## config.mk

```make
export PLATFORM = sky130hd
export DESIGN_NAME = phy_rx_serial_paralelo
export DESIGN_NICKNAME = d
export VERILOG_FILES = /design/src/rtl/phy_rx_serial_paralelo.sv
export SDC_FILE = /design/constraint.sdc
export NUM_CORES = 1
export LEC_CHECK = 0
export BUFFER_PORTS_ARGS = -buffer_cell sky130_fd_sc_hd__buf_2
export CAP_MARGIN = 20
export CORE_MARGIN = 5
export CORE_UTILIZATION = 50
export CTS_CLUSTER_SIZE = 14
export DETAILED_ROUTE_END_ITERATION = 6
export GPL_TIMING_DRIVEN = 0
export PLACE_DENSITY = 0.74
export SETUP_SLACK_MARGIN = 0.1
export SLEW_MARGIN = 15
export SYNTH_ARGS = -nofsm -noshare
export SYNTH_HDL_FRONTEND = slang
export SYNTH_SLANG_ARGS = --single-unit
```

## constraint.sdc

```tcl
create_clock -name clk_8f -period 3 [get_ports clk_8f]
set_input_delay 0.15 -clock clk_8f [delete_from_list [all_inputs] [get_ports clk_8f]]
set_output_delay 0.15 -clock clk_8f [all_outputs]
set_load 0.01 [all_outputs]
```

## src/rtl/phy_rx_serial_paralelo.sv

```systemverilog
// Receive side of one PHY lane: finds byte alignment on COMMA, locks after BC_LOCK
// consecutive aligned commas, then delivers each non-COMMA byte with a valid flag.
module phy_rx_serial_paralelo #(
  parameter int                WIDTH   = 8,
  parameter logic [WIDTH-1:0]  COMMA   = WIDTH'(8'hBC),
  parameter int                BC_LOCK = 4
) (
  input  logic             clk_8f,
  input  logic             reset,
  input  logic             serial_in,
  output logic [WIDTH-1:0] data_out,
  output logic             valid_out,
  output logic             byte_strobe,
  output logic             active
);

  localparam int CNTW = (WIDTH > 1) ? $clog2(WIDTH) : 1;
  localparam int BCW  = $clog2(BC_LOCK + 1);
  localparam logic [CNTW-1:0] LAST_BIT  = CNTW'(WIDTH - 1);
  localparam logic [BCW-1:0]  BC_LOCK_V = BCW'(BC_LOCK);

  typedef enum logic [1:0] {SEARCH, ALIGN, ACTIVE} state_e;

  state_e            state_q, state_d;
  logic [WIDTH-1:0]  shreg_q, shreg_d;
  logic [CNTW-1:0]   bit_cnt_q, bit_cnt_d;
  logic [BCW-1:0]    bc_cnt_q, bc_cnt_d;
  logic [WIDTH-1:0]  data_q, data_d;
  logic              valid_q, valid_d;
  logic              strobe_q, strobe_d;
  logic              active_q, active_d;

  logic [WIDTH-1:0]  nxt;
  logic              is_comma;
  logic              boundary;
  logic [BCW-1:0]    bc_inc;

  // All decisions use the register value that includes the bit sampled at this edge.
  assign nxt      = {shreg_q[WIDTH-2:0], serial_in};
  assign is_comma = (nxt == COMMA);
  assign boundary = (state_q != SEARCH) && (bit_cnt_q == LAST_BIT);
  assign bc_inc   = bc_cnt_q + 1'b1;

  always_comb begin
    shreg_d   = nxt;
    state_d   = state_q;
    bit_cnt_d = bit_cnt_q;
    bc_cnt_d  = bc_cnt_q;
    data_d    = data_q;
    valid_d   = valid_q;
    strobe_d  = boundary;
    active_d  = active_q;
    case (state_q)
      SEARCH: begin
        bit_cnt_d = '0;
        if (is_comma) begin
          bc_cnt_d = BCW'(1);
          if (BC_LOCK == 1) begin
            state_d  = ACTIVE;
            active_d = 1'b1;
          end else begin
            state_d  = ALIGN;
          end
        end
      end
      ALIGN: begin
        bit_cnt_d = boundary ? '0 : bit_cnt_q + 1'b1;
        if (boundary) begin
          if (is_comma) begin
            bc_cnt_d = bc_inc;
            if (bc_inc == BC_LOCK_V) begin
              state_d  = ACTIVE;
              active_d = 1'b1;
            end
          end else begin
            // Misaligned or junk symbol: drop the partial lock and slide again.
            state_d   = SEARCH;
            bc_cnt_d  = '0;
            bit_cnt_d = '0;
          end
        end
      end
      ACTIVE: begin
        bit_cnt_d = boundary ? '0 : bit_cnt_q + 1'b1;
        if (boundary) begin
          if (is_comma) begin
            valid_d = 1'b0;
          end else begin
            data_d  = nxt;
            valid_d = 1'b1;
          end
        end
      end
      default: begin
        state_d   = SEARCH;
        bit_cnt_d = '0;
        bc_cnt_d  = '0;
      end
    endcase
  end

  always_ff @(posedge clk_8f or negedge reset) begin
    if (!reset) begin
      state_q   <= SEARCH;
      shreg_q   <= '0;
      bit_cnt_q <= '0;
      bc_cnt_q  <= '0;
      data_q    <= '0;
      valid_q   <= 1'b0;
      strobe_q  <= 1'b0;
      active_q  <= 1'b0;
    end else begin
      state_q   <= state_d;
      shreg_q   <= shreg_d;
      bit_cnt_q <= bit_cnt_d;
      bc_cnt_q  <= bc_cnt_d;
      data_q    <= data_d;
      valid_q   <= valid_d;
      strobe_q  <= strobe_d;
      active_q  <= active_d;
    end
  end

  assign data_out    = data_q;
  assign valid_out   = valid_q;
  assign byte_strobe = strobe_q;
  assign active      = active_q;

endmodule

```

=== Yosys cells after proc, flatten, opt, wreduce, memory -nomap -nowiden ===
Cells that the tools add are included.

* Bitwise operators: 2
* Equal/unequal tests: 8
* Add/subtract/negate cells: 2
* Reductions and logical operators: 8
* Mux-type cells: 14

{| class="wikitable"
|+ Operators by type and width
! kind !! number
|-
| two-way mux 3 bit || 6
|-
| one-hot mux 3 bit (3 select lines) || 1
|-
| equality test 8 bit, second input constant || 1
|-
| two-way mux 2 bit || 4
|-
| AND reduction 4 bit || 2
|-
| adder 3 x 1 -> 3 bit, second input constant || 2
|-
| equality test 3 bit, second input constant || 2
|-
| one-hot mux 2 bit (3 select lines) || 1
|-
| one-hot mux 3 bit (2 select lines) || 1
|-
| AND reduction 3 bit || 2
|-
| != test 2 bit, second input constant || 2
|-
| != test 3 bit, second input constant || 1
|-
| equality test 2 x 1 -> 1 bit, second input constant || 1
|-
| equality test 2 bit, second input constant || 1
|-
| logical NOT 2 bit || 1
|-
| NOT 1 bit || 2
|-
| AND reduction 2 bit || 1
|-
| nonzero test 2 bit || 1
|-
| logical AND 1 bit || 1
|-
| two-way mux 1 bit || 1
|}

* Word-level logic and storage cells: 42
* Output and inout port bits: 11
* Register bits: 26
* Input bits: 3

=== Depth between registers and ports, before layout ===
Gate-level depths: netlist (run 1).

* Depth in word-level cells: 6
* Mapped depth: 7
* Gate-level depth less buffers: 7

=== Worst setup path after synthesis (run 1) ===
OpenSTA, ideal clock, no wires.

* Path kind: register to register
* Start point: reg state_q[0]
* End point: reg data_q[0] (netlist: data_out[0])
* Arrival time: 1.490 ns
* Data required time: 2.875 ns
* Library setup time: 0.125 ns
* Path slack: 1.385 ns
* Cell stages (with the launch flop): 8
* Period minus slack after synthesis: 1.615 ns
* Cells stage by stage: dfrtp_1 inv_1 ha_1 nand2b_4 inv_2 nand2_2 nor2_4 mux2_2

* Longest elaborated chain between the ends: 3
* Elaborated cells on any way between the ends: 4
* Those cells by class: eq/ne: 1; reduce/logical: 3

{| class="wikitable"
|+ Ends and longest elaborated chain
! item !! line !! source
|-
| start: declaration || 24 || <nowiki>state_e state_q, state_d;</nowiki>
|-
| start signal: assignment || 113 || <nowiki>state_q <= state_d;</nowiki>
|-
| nonzero test 2 bit || 41 || <nowiki>assign boundary = (state_q != SEARCH) && (bit_cnt_q == LAST_BIT);</nowiki>
|-
| logical AND 1 bit || 41 ||
|-
| via boundary || 35 || <nowiki>logic boundary;</nowiki>
|-
| AND reduction 3 bit (no source line) || - ||
|-
| end signal: assignment || 117 || <nowiki>data_q <= data_d;</nowiki>
|-
| end: declaration || 28 || <nowiki>logic [WIDTH-1:0] data_q, data_d;</nowiki>
|}

The timed path passes the listed nets, and every way through them passes these cells.
A chain may end at the register's enable or synchronous reset.

=== Worst setup path in the final report (run 1) ===
* Start point: reg state_q[0]
* End point: reg data_q[1] (netlist: data_out[1])

Same word-level chain as after synthesis.

==> impl_metrics.tcl, run 1 <==
set metrics [dict create \
    setup_tns_ps 0 \
    ios 14 \
    drt-total-wl_um 1930 \
    dr.first_iter.drc_count 11 \
    finalCritPeriodShare_pct 62.5 \
    setup_violations 0 \
    ir_drop_mv 0.375 \
    clk_pin_slew_ps 140 \
    yosys.area.top_type "dfrtp_1" \
    worstSetupEndpointType "flop" \
    pwr-share-clk_pct 34.7 \
    die_w_um 57.7 \
    maxCapViolations 0 \
    grt_max_degree 27 \
    antenna_found_initial 0 \
    grt_use_total_pct 13.7 \
    worst_pin_slew_ps 552 \
    slew_headroom_pct 63.2 \
    synth.avg_cell_area_um2 13.1 \
    clkLatencyLatePin_ps 330 \
    start_util_pct 51.9 \
    cts_root_buf "clkbuf_4" \
    wire_per_inst_um 14.4 \
    yosys_warnings 0 \
    cts_buffers 3 \
    reg2regPathDepth 7 \
    drtAntennaViolNets 0 \
    area_delta_synth_final_pct 15.2 \
    final_cell_mix "26 x dfrtp_1, 13 x buf_2, 8 x mux2_2, 7 x ha_1, 6 x nor2_1" \
    hold_class "input pin to asynchronous set/reset pin" \
    cp.required_ps 3230 \
    vias 721 \
    leakage_nw 0.670 \
    drive_gt1_share_pct 33.0 \
    place_area_mm2 0.00124 \
    hold_violations 0 \
    synthCells 87 \
    dr.pass1.iters 4 \
    grt_pass1_wl_um 3530 \
    pwr-share-seq_pct 54.7 \
    yosysUniqueCellTypes 28 \
    status "completed" \
    syn_nets 97 \
    period_needed_ps 1880 \
    finish.utilization_pct 59.7 \
    dp_hpwl_um 1400 \
    diodes 0 \
    clockBufferDepth 2 \
    grt_overflow_total 0 \
    startpoint_type "flop" \
    pwr-share-comb_pct 10.6 \
    worstPathMaxFanout 9 \
    crit_arrival_ps 2100 \
    ys_seq_area_share_pct 57.3 \
    via_per_inst 5.38 \
    cts_tree "done" \
    synthTopCellsByArea "dfrtp_1 57%, mux2_2 7.9%, ha_1 7.7%" \
    fp.dieH_um 57.7 \
    post_cts_buffers 0 \
    grt_pass1_vias 799 \
    swShare_pct 23.8 \
    power.switching_mw 0.166 \
    die-area_mm2 0.00333 \
    rows 17 \
    max_freq_mhz 533 \
    fin_area_mm2 0.00131 \
    core_mm2 0.00219 \
    drv_slew 0 \
    clock_sinks 26 \
    path_class "flop to flop" \
    rsz0062_at_grt "no" \
    io_buffers 13 \
    skew_ps 3.99 \
    layout_commonest_cell "dfrtp_1" \
    synth_top_area_share_pct 57.3 \
    layout.nets 117 \
    routabilityCongestion 0.817 \
    drc 0 \
    pwr_density_cell_mw_per_mm2 533 \
    intPower_mw 0.531 \
    netlist_area_mm2 0.00114 \
    htreeDepth 1 \
    ys_ff_latch 26 \
]
==> area by class of cell <==
| type | count | area (um^2) |
|---|---|---|
| Timing Repair Buffer | 15 | 85.1 |
| Fill cell | 179 | 882 |
| Multi-Input combinational cell | 55 | 463 |
| Clock buffer | 3 | 22.5 |
| Inverter | 6 | 22.5 |
| Sequential cell | 26 | 651 |
| Tap cell | 28 | 35.0 |
| Clock inverter | 1 | 30.0 |
==> synthesized netlist by cell type (all sizes together) <==
cell     instances
dfrtp           26
mux2             8
nor2             8
ha               7
inv              6
o21ai            5
a21oi            4
nand2            4
a22o             2
nand3            2
o31ai            2
or2              2
a211oi           1
a21o             1
a31o             1
a32o             1
and2             1
and3             1
nand2b           1
nand4b           1
nand4bb          1
nor3             1
xor2             1
==> cells by family (layout without fill, tap and decap cells) <==
group / Yosys count / count (layout) / share of synthesized area, %
xor+xnor: 1 / 1 / 0.771
fa+ha+maj: 7 / 7 / 7.71
compound gates: 17 / 17 / 9.80
flops: 26 / 26 / 57.3
simple gates: 22 / 22 / 14.5
buf+inv: 6 / 25 / 1.98
mux: 8 / 8 / 7.93
==> metal layers <==
| layer | vias to the layer above | global-route usage, % | wire length [um] |
|---|---|---|---|
| li1 | 342 | - | - |
| met2 | 16 | 22.9 | 960 |
| met4 | 0 | 7.95 | 66 |
| met5 | - | 0 | 0 |
| met3 | 7 | 2.00 | 78 |
| met1 | 356 | 16.7 | 823 |
==> flip-flops by register name (all words and copies together), names as in the netlist <==
register and flops:
shreg_q 7, byte_strobe 1, valid_out 1, state_q 2, bc_cnt_q 3, bit_cnt_q 3, active 1, data_out 8
==> worst max-delay path, stage by stage (launching register included) <==
cell      delay, ps
dfrtp_1         450
inv_1            80
ha_1            270
nand2b_4        180
inv_2            80
nand2_2          80
nor2_4          250
mux2_2          380
==> through the flow <==
| step | cells | power [mW] | hold slack, ps | worst slack (ps) |
|---|---|---|---|---|
| after floorplan | 87 | 0.436 | -146 | 1380 |
| after global placement | 128 | 0.456 | 166 | 1230 |
| after detailed placement | 128 | 0.458 | 174 | 1170 |
| after CTS | 134 | 0.702 | 330 | 1130 |
| after global routing | 134 | 0.734 | 339 | 1010 |
| final | 134 | 0.697 | 316 | 1120 |
==> what timing repair did <==
action	CTS	global route
gates resized for setup	0	0
endpoints found under the hold margin	27	0
hold buffers	2	0
==> power by group through the flow <==
stage                     Clock, mW  Combinational, mW  Sequential, mW
after floorplan                   0             0.0519           0.384
after global placement            0             0.0697           0.386
after detailed placement          0             0.0706           0.387
after CTS                     0.246             0.0749           0.381
after global routing          0.265             0.0850           0.384
final                         0.242             0.0741           0.381
==> worst paths after layout <==
kind | startpoint | end | slack [ps]
max in group asynchronous | reset | bit_cnt_q[1]$_DFF_PN0_ | 2320
setup reg to reg | state_q[0]$_DFFE_PN0P_ | data_out[1]$_DFFE_PN0P_ | 1120
min in group clk_8f | shreg_q[0]$_DFF_PN0_ | shreg_q[1]$_DFF_PN0_ | 420
hold / removal | reset | data_out[5]$_DFFE_PN0P_ | 320
setup / recovery | state_q[0]$_DFFE_PN0P_ | data_out[1]$_DFFE_PN0P_ | 1120
hold reg to reg | shreg_q[0]$_DFF_PN0_ | shreg_q[1]$_DFF_PN0_ | 420
Power figures use the tool's default switching activity.
==> inputs of run 2 (changes only) <==
Settings changed: ABC_AREA set to 1, PLACE_DENSITY 0.74 to 0.77.
Clock period 3 ns to 1.7 ns, I/O delays scaled along.
==> impl_metrics.tcl, run 2 <==
set metrics [dict create \
    drt-total-wl_um 1960 \
    startpoint_type "flop" \
    cts_root_buf "clkbuf_4" \
    cts_tree "done" \
    maxCapViolations 0 \
    synth-main-ff-cell "dfrtp_1" \
    worst_pin_slew_ps 569 \
    drc 0 \
    cp_num_buf_inv 3 \
    ys_seq_area_share_pct 56.1 \
    holdWs_ps 269 \
    htreeDepth 1 \
    ios 14 \
    worstPathCellList "ha_1 > ha_1 > inv_2 > nor2_4 > inv_2 > nor2_8 > nand2_4 > buf_6 > nand2_1 > nand2_1" \
    final_cell_mix "36 x nand2_1, 26 x dfrtp_1, 13 x buf_2, 12 x inv_1, 8 x nand3_1" \
    dr.pass1.iters 4 \
    path_class "flop to flop" \
    via_per_inst 4.81 \
    netlist_area_mm2 0.00116 \
    layout_commonest_cell "nand2_1" \
    yosys.area.top_type "dfrtp_1" \
    synth.most_common_cell "nand2_1" \
    synth_edf_count 0 \
    timing.final.ws_setup_ps 145 \
    setup_violations 0 \
    clkLatencyLatePin_ps 320 \
    diodes 0 \
    clk_pin_slew_ps 140 \
    pwr_density_cell_mw_per_mm2 1070 \
    critPathMaxStageDelay_ps 390 \
    hold_violations 0 \
    dr.first_iter.drc_count 7 \
    status "completed" \
    finalCritPeriodShare_pct 91.5 \
    syn_nets 129 \
    largest_reg_flops 8 \
    grt_overflow_total 0 \
    slew_headroom_pct 62.0 \
    leakage_nw 0.757 \
    synth_top_area_share_pct 56.1 \
    preCtsSetupSlack_ps 94.6 \
    drv_slew 0 \
    core_mm2 0.00221 \
    die_w_um 58.2 \
    crit_arrival_ps 1790 \
    antenna_found_initial 0 \
    worstSetupEndpointType "flop" \
    io_buffers 13 \
    grt_pass1_vias 823 \
    power_mw 1.47 \
    layout.nets 152 \
    start_util_pct 52.4 \
    yosysUniqueCellTypes 19 \
    routabilityCongestion 0.719 \
    ys_ff_latch 26 \
    setup_tns_ps 0 \
    synthCells 119 \
    max_freq_mhz 643 \
    drtAntennaViolNets 0 \
    synth_common_cells "36 x nand2_1, 26 x dfrtp_1, 15 x inv_1" \
    yosys_warnings 0 \
    hold_class "input pin to asynchronous set/reset pin" \
    grt_max_degree 27 \
    grt_pass1_wl_um 3390 \
    clockBufferDepth 2 \
    cp.required_ps 1930 \
    rows 17 \
    wire_per_inst_um 11.6 \
    clock_sinks 26 \
    grt_use_total_pct 13.1 \
    async_flop_share_pct 100 \
    synthTopCellsByArea "dfrtp_1 56%, nand2_1 12%, ha_1 7.6%" \
    period_needed_ps 1560 \
    dp_hpwl_um 1370 \
    rsz0062_at_grt "yes" \
    fp.dieH_um 58.2 \
    ir_drop_mv 0.617 \
    vias 813 \
    synth.avg_cell_area_um2 9.75 \
    critical_path.top_delay_family "simple AND/OR/NAND/NOR gates" \
    area_delta_synth_final_pct 18.0 \
    cts_buffers 3 \
    worstPathMaxFanout 10 \
    skew_ps 1.44 \
    drive_gt1_share_pct 28.4 \
    slowest_stage "dfrtp_1" \
    die-area_mm2 0.00338 \
]
==> run 2: cell count changes in the layout (fill, tap and decap cells not counted), sizes merged, moves of 2 or more <==
cell	delta
a21oi	-3
a22o	-2
buf	+4
inv	+10
mux2	-8
nand2	+37
nand3	+6
o21ai	+3
o31ai	-2
==> run 2: path summary, 6_finish.rpt <==
check | start | endpoint | slack (ps) | cells past startpoint
min in group clk_8f | shreg_q[0]$_DFF_PN0_ | shreg_q[1]$_DFF_PN0_ | 390 | 0
max | bit_cnt_q[0]$_DFF_PN0_ | data_out[7]$_DFFE_PN0P_ | 140 | 10
min | reset | bc_cnt_q[1]$_DFFE_PN0P_ | 270 | 2
max in group asynchronous | reset | shreg_q[6]$_DFF_PN0_ | 1060 | 2
min reg2reg | shreg_q[0]$_DFF_PN0_ | shreg_q[1]$_DFF_PN0_ | 390 | 0
max reg2reg | bit_cnt_q[0]$_DFF_PN0_ | data_out[7]$_DFFE_PN0P_ | 140 | 10
==> run 2: final cells by class <==
cell class / count / area, um^2
buffer: 1 / 11.3
clock buffer: 3 / 22.5
clock inverter: 1 / 30.0
fill: 195 / 843
inverter: 16 / 60.1
multi-input combinational: 76 / 452
sequential: 26 / 651
tap: 28 / 35.0
timing repair buffer: 18 / 108
==> run 2: timing repair <==
action,4_1_cts,5_1_grt
buffers inserted,1,2
gates resized for setup,1,5
pin swaps,1,0
cloned,0,0
endpoints found under the setup margin,8,14
hold endpoints to repair,27,0
hold buffers,2,0
==> run 2: logic make-up (layout without fill, tap and decap cells) <==
family,count (synthesis),count (layout),synth area share [%]
buf+inv,17,39,6.15
compound gates,9,9,5.18
simple gates,60,60,25.0
fa+ha+maj,7,7,7.55
flops,26,26,56.1
==> run 2: routing by layer <==
layer  part of all wire, %  vias up  wire length, um  track usage [%]
li1                      -      412                -                -
met1                    45      384              875             15.5
met2                    50       12              973             22.7
met3                   3.6        5               71             2.67
met4                   2.2        0               43             5.96
met5                     0        -                0                0
==> run 2: stage by stage <==
| step | instances | utilization [%] | area, um^2 |
|---|---|---|---|
| 6_report | 169 | 61.9 | 1370 |
| 3_5_place_dp | 160 | 57.0 | 1260 |
| 5_1_grt | 169 | 61.9 | 1370 |
| 3_3_place_gp | 160 | 57.0 | 1260 |
| 4_1_cts | 167 | 60.7 | 1340 |
| 2_1_floorplan | 119 | - | 1160 |
==> run 2: power breakdown <==
group / internal (mW) / leakage (nW) / total (mW) / switching [mW]
sequential: 0.666 / 0.332 / 0.702 / 0.0357
clock: 0.238 / 0.0279 / 0.421 / 0.182
combinational: 0.139 / 0.397 / 0.345 / 0.206
total: 1.04 / 0.757 / 1.47 / 0.424
==> run 2: worst reg2reg max path: cells and delay by family, from the launching register on <==
family,cells,cell delay (ps)
flops,1,390
fa+ha+maj,2,320
buf+inv,3,280
simple gates,5,480
